## src/rtl/tbird_lamp_decoder_if.sv

```systemverilog
// Lamp-bus interface for the turn-signal receive monitor.
//   Parameter CNT_W : width of each event counter.
//   LA, LB, LC      : left lamps, driven by the sequencer (master).
//   RA, RB, RC      : right lamps, driven by the sequencer (master).
//   STATE           : decoded tracked state, driven by the monitor (slave).
//   L_DONE, R_DONE, HAZ, ABORT, ERR : one-cycle event pulses from the monitor.
//   L_CNT, R_CNT, H_CNT, ERR_CNT    : saturating event counters from the monitor.
interface tbird_lamp_decoder_if #(
  parameter int CNT_W = 8
);
  logic             LA;
  logic             LB;
  logic             LC;
  logic             RA;
  logic             RB;
  logic             RC;
  logic [2:0]       STATE;
  logic             L_DONE;
  logic             R_DONE;
  logic             HAZ;
  logic             ABORT;
  logic             ERR;
  logic [CNT_W-1:0] L_CNT;
  logic [CNT_W-1:0] R_CNT;
  logic [CNT_W-1:0] H_CNT;
  logic [CNT_W-1:0] ERR_CNT;

  // Lamp driver side (tail-light sequencer or bench).
  modport master (
    output LA, LB, LC, RA, RB, RC,
    input  STATE, L_DONE, R_DONE, HAZ, ABORT, ERR,
    input  L_CNT, R_CNT, H_CNT, ERR_CNT
  );

  // Observer side (the decoder).
  modport slave (
    input  LA, LB, LC, RA, RB, RC,
    output STATE, L_DONE, R_DONE, HAZ, ABORT, ERR,
    output L_CNT, R_CNT, H_CNT, ERR_CNT
  );
endinterface

```

## src/rtl/tbird_lamp_decoder.sv

```systemverilog
// Receive-side monitor for the six-lamp turn-signal bus.
// Samples the lamp frame {LC,LB,LA,RA,RB,RC} every clock, tracks the
// transmitter state, validates each transition and reports events.
//   CLOCK : system clock, all updates on the rising edge.
//   RESET : synchronous active-high reset.
//   bus   : slave modport; lamps in, STATE / pulses / counters out.
// All outputs are registered: a frame sampled at edge k is reflected
// from edge k until edge k+1.
module tbird_lamp_decoder #(
  parameter int CNT_W = 8
) (
  input  logic                  CLOCK,
  input  logic                  RESET,
  tbird_lamp_decoder_if.slave   bus
);

  typedef enum logic [2:0] {
    IDLE = 3'b000,
    L1   = 3'b001,
    L2   = 3'b011,
    L3   = 3'b010,
    R1   = 3'b101,
    R2   = 3'b111,
    R3   = 3'b110,
    LR3  = 3'b100
  } state_e;

  localparam int NUM_CNT = 4;

  state_e     state_q, state_d;
  logic       l_done_q, l_done_d;
  logic       r_done_q, r_done_d;
  logic       haz_q, haz_d;
  logic       abort_q, abort_d;
  logic       err_q, err_d;

  logic [5:0] frame;
  logic       pat_ok;
  state_e     pat_state;
  logic       trans_ok;

  // Frame decode: only eight lamp patterns are meaningful.
  always_comb begin
    frame     = {bus.LC, bus.LB, bus.LA, bus.RA, bus.RB, bus.RC};
    pat_ok    = 1'b1;
    pat_state = IDLE;
    case (frame)
      6'b000000: pat_state = IDLE;
      6'b001000: pat_state = L1;
      6'b011000: pat_state = L2;
      6'b111000: pat_state = L3;
      6'b000100: pat_state = R1;
      6'b000110: pat_state = R2;
      6'b000111: pat_state = R3;
      6'b111111: pat_state = LR3;
      default:   pat_ok    = 1'b0;
    endcase
  end

  // Transition check and next-state / pulse generation.
  always_comb begin
    state_d  = state_q;
    l_done_d = 1'b0;
    r_done_d = 1'b0;
    haz_d    = 1'b0;
    abort_d  = 1'b0;
    err_d    = 1'b0;
    trans_ok = 1'b0;

    if (pat_ok) begin
      case (state_q)
        IDLE:    trans_ok = pat_state inside {IDLE, L1, R1, LR3};
        L1:      trans_ok = pat_state inside {L2, LR3};
        L2:      trans_ok = pat_state inside {L3, LR3};
        L3:      trans_ok = pat_state inside {IDLE, LR3};
        R1:      trans_ok = pat_state inside {R2, LR3};
        R2:      trans_ok = pat_state inside {R3, LR3};
        R3:      trans_ok = pat_state inside {IDLE, LR3};
        LR3:     trans_ok = (pat_state == IDLE);
        default: trans_ok = 1'b0;
      endcase
    end

    if (trans_ok) begin
      state_d  = pat_state;
      l_done_d = (state_q == L2) && (pat_state == L3);
      r_done_d = (state_q == R2) && (pat_state == R3);
      haz_d    = (pat_state == LR3);
      // A hazard that cuts into an unfinished turn is also an abort.
      abort_d  = (pat_state == LR3) && (state_q inside {L1, L2, R1, R2});
    end else begin
      err_d   = 1'b1;
      // Resynchronise to whatever the transmitter is showing, if readable.
      state_d = pat_ok ? pat_state : IDLE;
    end
  end

  always_ff @(posedge CLOCK) begin
    if (RESET) begin
      state_q  <= IDLE;
      l_done_q <= 1'b0;
      r_done_q <= 1'b0;
      haz_q    <= 1'b0;
      abort_q  <= 1'b0;
      err_q    <= 1'b0;
    end else begin
      state_q  <= state_d;
      l_done_q <= l_done_d;
      r_done_q <= r_done_d;
      haz_q    <= haz_d;
      abort_q  <= abort_d;
      err_q    <= err_d;
    end
  end

  // Saturating counters, one per reported event class.
  // Index: 0 = left done, 1 = right done, 2 = hazard, 3 = error.
  logic [NUM_CNT-1:0]            cnt_inc;
  logic [NUM_CNT-1:0][CNT_W-1:0] cnt_all;

  assign cnt_inc = {err_d, haz_d, r_done_d, l_done_d};

  for (genvar gi = 0; gi < NUM_CNT; gi++) begin : g_cnt
    logic [CNT_W-1:0] cnt_q, cnt_d;

    always_comb begin
      cnt_d = cnt_q;
      if (cnt_inc[gi] && (cnt_q != {CNT_W{1'b1}})) begin
        cnt_d = cnt_q + 1'b1;
      end
    end

    always_ff @(posedge CLOCK) begin
      if (RESET) begin
        cnt_q <= '0;
      end else begin
        cnt_q <= cnt_d;
      end
    end

    assign cnt_all[gi] = cnt_q;
  end

  assign bus.STATE   = state_q;
  assign bus.L_DONE  = l_done_q;
  assign bus.R_DONE  = r_done_q;
  assign bus.HAZ     = haz_q;
  assign bus.ABORT   = abort_q;
  assign bus.ERR     = err_q;
  assign bus.L_CNT   = cnt_all[0];
  assign bus.R_CNT   = cnt_all[1];
  assign bus.H_CNT   = cnt_all[2];
  assign bus.ERR_CNT = cnt_all[3];

endmodule

```

## src/flat_wrapper.sv

```systemverilog
// flat-port wrapper written by rule: the top's interface ports become plain ports
module tbird_lamp_decoder_flat 
#(
  parameter int CNT_W = 8
)
  (CLOCK, RESET, bus_LA, bus_LB, bus_LC, bus_RA, bus_RB, bus_RC, bus_STATE, bus_L_DONE, bus_R_DONE, bus_HAZ, bus_ABORT, bus_ERR, bus_L_CNT, bus_R_CNT, bus_H_CNT, bus_ERR_CNT);
  tbird_lamp_decoder_if #(.CNT_W(CNT_W)) bus_i ();
  input  logic CLOCK;
  input  logic RESET;
  input wire logic [$bits(bus_i.LA)-1:0] bus_LA;
  input wire logic [$bits(bus_i.LB)-1:0] bus_LB;
  input wire logic [$bits(bus_i.LC)-1:0] bus_LC;
  input wire logic [$bits(bus_i.RA)-1:0] bus_RA;
  input wire logic [$bits(bus_i.RB)-1:0] bus_RB;
  input wire logic [$bits(bus_i.RC)-1:0] bus_RC;
  output wire logic [$bits(bus_i.STATE)-1:0] bus_STATE;
  output wire logic [$bits(bus_i.L_DONE)-1:0] bus_L_DONE;
  output wire logic [$bits(bus_i.R_DONE)-1:0] bus_R_DONE;
  output wire logic [$bits(bus_i.HAZ)-1:0] bus_HAZ;
  output wire logic [$bits(bus_i.ABORT)-1:0] bus_ABORT;
  output wire logic [$bits(bus_i.ERR)-1:0] bus_ERR;
  output wire logic [$bits(bus_i.L_CNT)-1:0] bus_L_CNT;
  output wire logic [$bits(bus_i.R_CNT)-1:0] bus_R_CNT;
  output wire logic [$bits(bus_i.H_CNT)-1:0] bus_H_CNT;
  output wire logic [$bits(bus_i.ERR_CNT)-1:0] bus_ERR_CNT;
  assign bus_i.LA = bus_LA;
  assign bus_i.LB = bus_LB;
  assign bus_i.LC = bus_LC;
  assign bus_i.RA = bus_RA;
  assign bus_i.RB = bus_RB;
  assign bus_i.RC = bus_RC;
  assign bus_STATE = bus_i.STATE;
  assign bus_L_DONE = bus_i.L_DONE;
  assign bus_R_DONE = bus_i.R_DONE;
  assign bus_HAZ = bus_i.HAZ;
  assign bus_ABORT = bus_i.ABORT;
  assign bus_ERR = bus_i.ERR;
  assign bus_L_CNT = bus_i.L_CNT;
  assign bus_R_CNT = bus_i.R_CNT;
  assign bus_H_CNT = bus_i.H_CNT;
  assign bus_ERR_CNT = bus_i.ERR_CNT;
  tbird_lamp_decoder #(.CNT_W(CNT_W)) u_core (.CLOCK(CLOCK), .RESET(RESET), .bus(bus_i));
endmodule
```

## config.mk

```make
export PLATFORM = sky130hd
export DESIGN_NAME = tbird_lamp_decoder_flat
export DESIGN_NICKNAME = d
export VERILOG_FILES = /design/src/rtl/tbird_lamp_decoder_if.sv /design/src/rtl/tbird_lamp_decoder.sv /design/src/flat_wrapper.sv
export SDC_FILE = /design/constraint.sdc
export NUM_CORES = 1
export LEC_CHECK = 0
export ABC_AREA = 1
export BUFFER_PORTS_ARGS = -buffer_cell sky130_fd_sc_hd__buf_2
export CAP_MARGIN = 20
export CORE_MARGIN = 5
export CORE_UTILIZATION = 51
export CTS_BUF_LIST = sky130_fd_sc_hd__clkbuf_2
export DETAILED_ROUTE_END_ITERATION = 6
export PLACE_DENSITY = 0.85
export SLEW_MARGIN = 30
export SYNTH_ARGS = -nofsm -noshare
export SYNTH_HDL_FRONTEND = slang
export SYNTH_SLANG_ARGS = --single-unit
```

## constraint.sdc

```tcl
create_clock -name CLOCK -period 1.7 [get_ports CLOCK]
set_input_delay 0.34 -clock CLOCK [delete_from_list [all_inputs] [get_ports CLOCK]]
set_output_delay 0.34 -clock CLOCK [all_outputs]
set_load 0.01 [all_outputs]
```

== Word level (Yosys, flattened, before mapping) ==
Index checks and enable logic that the tools add are counted.
Cells by class
  eq/ne operators: 25
  reduce and logical (&&, ||, !) cells: 20
  add/subtract/negate cells: 4
  multiplexer cells: 10
  bitwise gates (word level): 1
Operators by type and width (count)
  8-bit by 1-bit adder with 8-bit output (second input constant): 4
  8-bit != test (second input constant): 4
  3-bit equality test (second input constant): 8
  3-bit case mux with 7 select lines: 1
  6-bit by 3-bit equality test with 1-bit output (second input constant): 3
  3-bit by 2-bit equality test with 1-bit output (second input constant): 4
  6-bit equality test (second input constant): 2
  2-bit nonzero test: 5
  4-bit nonzero test: 2
  8-bit OR reduction: 1
  1-bit logical AND: 7
  1-bit case mux with 7 select lines: 1
  3-bit by 1-bit equality test with 1-bit output (second input constant): 2
  6-bit by 4-bit equality test with 1-bit output (second input constant): 1
  6-bit by 5-bit equality test with 1-bit output (second input constant): 1
  3-bit zero test: 2
  6-bit zero test: 1
  1-bit 2-to-1 mux: 6
  3-bit 2-to-1 mux: 2
  2-bit OR reduction: 2
  1-bit NOT: 1
Word-level totals
  bits of input ports: 8
  word-level logic and storage cells: 70
  output and inout bits: 40
  bits in registers: 40

== Logic depth before layout (Yosys ltp) ==
  depth in word-level cells: 8
  gate-level depth with buffers: 15
  mapped depth without buffers: 15

== Worst setup path after synthesis ==
OpenSTA, ideal clock, no wires.
  path kind: input to register
  from: in bus_LC
  to: reg u_core.g_cnt[3].cnt_q[6] (netlist: u_core.bus.ERR_CNT[6])
  slack: 0.014 ns
  data required time: 1.585 ns
  stages: 14
  path buffers: 0
  library setup time: 0.115 ns
  data arrival time: 1.571 ns
  cell sequence: nor2_2 nand3_2 nand2_4 inv_2 nand2_2 nand2_2 a21oi_2 nand3_4 nand2_8 nand2_8 inv_4 nand2_1 nand2_1 nor2_1
On the way
  word-level cells in the longest chain between the ends: 8
  elaborated cells on any way between the ends: 29
  classes of those cells: eq/ne (14); mux (5); reduce/logical (10)
Ends and longest elaborated chain
  start, declared: line flat_wrapper.sv:12  | input wire logic [$bits(bus_i.LC)-1:0] bus_LC;
  6-bit equality test (tied with other cells): line tbird_lamp_decoder.sv:47  | case (frame)
  3-bit case mux with 7 select lines: line tbird_lamp_decoder.sv:47
  3-bit by 1-bit equality test with 1-bit output (tied with other cells): line tbird_lamp_decoder.sv:72  | IDLE: trans_ok = pat_state inside {IDLE, L1, R1, LR3};
  4-bit nonzero test (tied with other cells): line tbird_lamp_decoder.sv:72
  1-bit case mux with 7 select lines: line tbird_lamp_decoder.sv:71  | case (state_q)
  1-bit 2-to-1 mux (*): line tbird_lamp_decoder.sv:70  | if (pat_ok) begin
  1-bit 2-to-1 mux (*): line tbird_lamp_decoder.sv:84  | if (trans_ok) begin
  1-bit logical AND (*): line tbird_lamp_decoder.sv:128  | if (cnt_inc[gi] && (cnt_q != {CNT_W{1'b1}})) begin
  end signal, assigned: line tbird_lamp_decoder.sv:137  | cnt_q <= cnt_d;
  end, declared: line tbird_lamp_decoder.sv:124  | logic [CNT_W-1:0] cnt_q, cnt_d;
Every way passes the cells marked *; elsewhere a longest branch is shown, timed or not.
A chain may end at the register's enable or synchronous reset.

== Final worst setup path ==
  from: reg u_core.g_cnt[2].cnt_q[1] (netlist: u_core.bus.H_CNT[1])
  to: reg u_core.g_cnt[2].cnt_q[7] (netlist: u_core.bus.H_CNT[7])
On the way
  word-level cells in the longest chain between the ends: 2
  elaborated cells on any way between the ends: 3
  classes of those cells: add/sub (1); eq/ne (1); reduce/logical (1)
Ends and longest elaborated chain (line)
  start, declared: tbird_lamp_decoder.sv:124
  start signal, assigned: tbird_lamp_decoder.sv:137
  parallel branches: the longest is 2 deep, another holds 8-bit by 1-bit adder with 8-bit output
Parallel ways; which one is timed is not known.

==> run metrics <==
vias in the first global route 2003; area share of and/or/nand/nor cells after synthesis 0.379; insertion delay to the later sink of the worst-skew pair 390 ps; CP bufs+invs 3; Clk pin slew, worst setup/hold paths 190 ps; Remaining DRCs 0; Min Clock Period, post-route 1620 ps; PD cells 535 mW/mm²; Initial DRC Count 101; Row Count 23; Seq pwr share 0.628; CP max FO 4; via count 2247; Slew Limit Fails 0; critical hold path startpoint RESET; clock root buffer master clkbuf_2; # hold bufs at CTS 0; Worst VDD drop 0.000434 V; internal power 0.00112 W; share of cells above drive strength 1 0.356; dpl hpwl 3930 µm; final hold viol count 0; Antenna Cells 0; async set-reset flop share out of synthesis 0; CP max stage delay 400 ps; Max Cap Viol 0; Seq/Total Area, Yosys 0.364; IO buf count 47; number of flops mapped to enable cells by yosys 0; global-route wire length before repair 8430 µm; CP Data Required Time 2040 ps; wire per inst 11.6 µm; CTS tree yes; Fmax 0.616 GHz; Routed WL 5160 µm; Starting Density 0.539; initial antenna violation count 0; Largest delay share family, worst path simple AND/OR/NAND/NOR gates; CP endpoint kind flip-flop; top post-synthesis cells by area dfxtp_1, nor2_1, nand2_1, inv_1, nand3_1; Netlist cell types 32; switching pwr 0.000410 W; dpl cell area 0.00271 mm²; RR Startpoint u_core.bus.H_CNT[1]$_SDFFE_PP0P_; Crit-path slowest cell dfxtp_1; Die Wd 75.7 µm; I/O Pins 48; gr ovfl total 0; final worst path period share 0.955; TritonCTS Buffers 5; aggregate global-route resource usage 0.190; flop-to-flop setup slack 80 ps; Startpoint Class flip-flop; final instance area 0.00286 mm²; Seq cells post-synth 40; largest family of logic cells by synthesized area simple AND/OR/NAND/NOR gates; Hold EP u_core.bus.ERR_CNT[2]$_SDFFE_PP0P_; area delta synth->final 29.7%; Slew headroom 0.647; top cell type's share of synthesized area 0.364; Net Sw Frac 0.268; DRT antenna net count 0; CTS Sinks 40; Ys Warns 0; largest area contributor in the netlist dfxtp_1; most frequent cell after synthesis nor2_1; Place WS -242 ps; post-route worst setup slack 76.4 ps; setup violators final 0; nets@finish 405; critical path class reg -> reg; Leakage 1.32 nW; clock skew 16.2 ps; status complete, no violations; worst hold path type in -> reg; area of the mapped netlist 0.00220 mm²; CP cell instances ha_2 -> inv_2 -> nor3_2 -> inv_1 -> nor2_2 -> nand2_2 -> inv_2 -> nor3_2 -> nand4_1 -> o21bai_1 -> nor2_1; chip height 75.7 µm; Overall Power 0.00153 W; drt pass-1 iters 4; hold path depth 3; combinational share of power 0.112; pin count of the biggest net entering global routing 24; Compound-Gate Fraction of Synth Area 0.107; mux cell area share after synthesis 0; reg2reg path depth 11; post-synth net total 322; H-tree levels 2; Final Wtd Congestion 0.890; setup TNS 0 ps; clock share of power 0.261; core area 0.00409 mm²; DR vias/cell 5.07; clk buf depth 2; Post-Syn Instances 310; Syn Area/Cell 7.10 µm²; synth cell count leaders nor2_1, nand2_1, inv_1, dfxtp_1, nand3_1; die area 0.00573 mm²; Post-Synth XOR/XNOR Area 0.0398; Post-Synth Adder-Cell Area 0.0227; FF-to-FF End u_core.bus.H_CNT[7]$_SDFFE_PP0P_; arrival time worst endpoint 1970 ps; ys flop type dfxtp_1; Worst-Margin Slew 530 ps
## worst min-delay path, cell delays in order
cell	delay, ps
buf_2	90
buf_4	240
a21oi_1	60
## power by group through the flow
| stage | clock network [W] | logic (W) | registers (W) |
|---|---|---|---|
| finish | 0.000398 | 0.000170 | 0.000959 |
| global route | 0.000464 | 0.000189 | 0.000962 |
| CTS | 0.000419 | 0.000169 | 0.000959 |
| global placement | 0 | 0.000164 | 0.000978 |
| detailed placement | 0 | 0.000169 | 0.000978 |
| floorplan | 0 | 0.0000940 | 0.000986 |
## metal layers
layer	wire (µm)	vias to the layer above	global-route usage	share of wire
met1	2190	1008	0.227	0.42
met4	65	0	0.0524	0.013
li1	-	1171	-	-
met2	2600	60	0.326	0.50
met5	0	-	0	0
met3	301	8	0.0620	0.058
## cell type report
| type | count | area, µm² |
|---|---|---|
| Timing Repair Buffer | 79 | 475 |
| Multi-Input combinational cell | 219 | 1290 |
| Clock buffer | 6 | 30.0 |
| Inverter | 48 | 183 |
| Tap cell | 50 | 62.6 |
| Fill cell | 343 | 1230 |
| Sequential cell | 40 | 811 |
| Clock inverter | 1 | 5.00 |
## registers in the layout, summed over array words and instances, names as in the netlist
name	cells
u_core.bus.R_DONE	1
u_core.bus.R_CNT	8
u_core.bus.ERR_CNT	8
u_core.bus.HAZ	1
u_core.bus.ABORT	1
u_core.bus.L_DONE	1
u_core.bus.ERR	1
u_core.bus.STATE	3
u_core.bus.H_CNT	8
u_core.bus.L_CNT	8
## kinds of logic (layout without fill, tap and decap cells)
| logic type | count (synthesis) | count (layout) |
|---|---|---|
| flops | 40 | 40 |
| buf+inv | 51 | 134 |
| simple gates | 164 | 164 |
| compound gates | 41 | 41 |
| fa+ha+maj | 4 | 4 |
| xor+xnor | 10 | 10 |
## how the worst max path moves through the flow
stage / end / depth (start not counted) / startpoint / slack, ps
finish: u_core.bus.H_CNT[7]$_SDFFE_PP0P_ / 11 / u_core.bus.H_CNT[1]$_SDFFE_PP0P_ / 80
global route: u_core.bus.R_CNT[0]$_SDFFE_PP0P_ / 9 / u_core.bus.R_CNT[1]$_SDFFE_PP0P_ / -50
CTS: u_core.bus.ERR_CNT[0]$_SDFFE_PP0P_ / 9 / u_core.bus.ERR_CNT[1]$_SDFFE_PP0P_ / 1
detailed placement: u_core.bus.ERR_CNT[0]$_SDFFE_PP0P_ / 13 / bus_LC / -240
global placement: u_core.bus.ERR_CNT[6]$_SDFFE_PP0P_ / 15 / bus_RC / -180
floorplan: u_core.bus.ERR_CNT[6]$_SDFFE_PP0P_ / 14 / bus_LC / 10
## cells in the final DEF (no fill, tap or decap), types with 2 or more instances in the layout
cell	instances
buf_2	47
nor2_1	46
nand2_1	41
inv_1	40
buf_4	32
dfxtp_1	32
nand3_1	23
a21oi_1	19
nand2_2	10
nand4_1	10
nor3_1	8
o21ai_0	8
dfxtp_2	8
inv_2	7
o21bai_1	6
clkbuf_2	6
nor3_2	5
xnor2_1	5
xor2_1	5
nor2_2	4
nand3_2	4
o21ai_1	4
nor2_4	3
nand2_8	2
ha_1	2
## what timing repair did
item,4_1_cts,5_1_grt
setup endpoints to repair,0,30
setup buffers,0,3
resized for setup,0,29
## through the flow
stage | instances | hold slack, ps | utilization
after floorplan | 310 | 500 | -
after global placement | 433 | 497 | 0.662
after detailed placement | 433 | 502 | 0.662
after CTS | 440 | 350 | 0.671
after global routing | 443 | 322 | 0.699
final | 443 | 364 | 0.699
No activity file was read; power rests on OpenSTA's default activity.
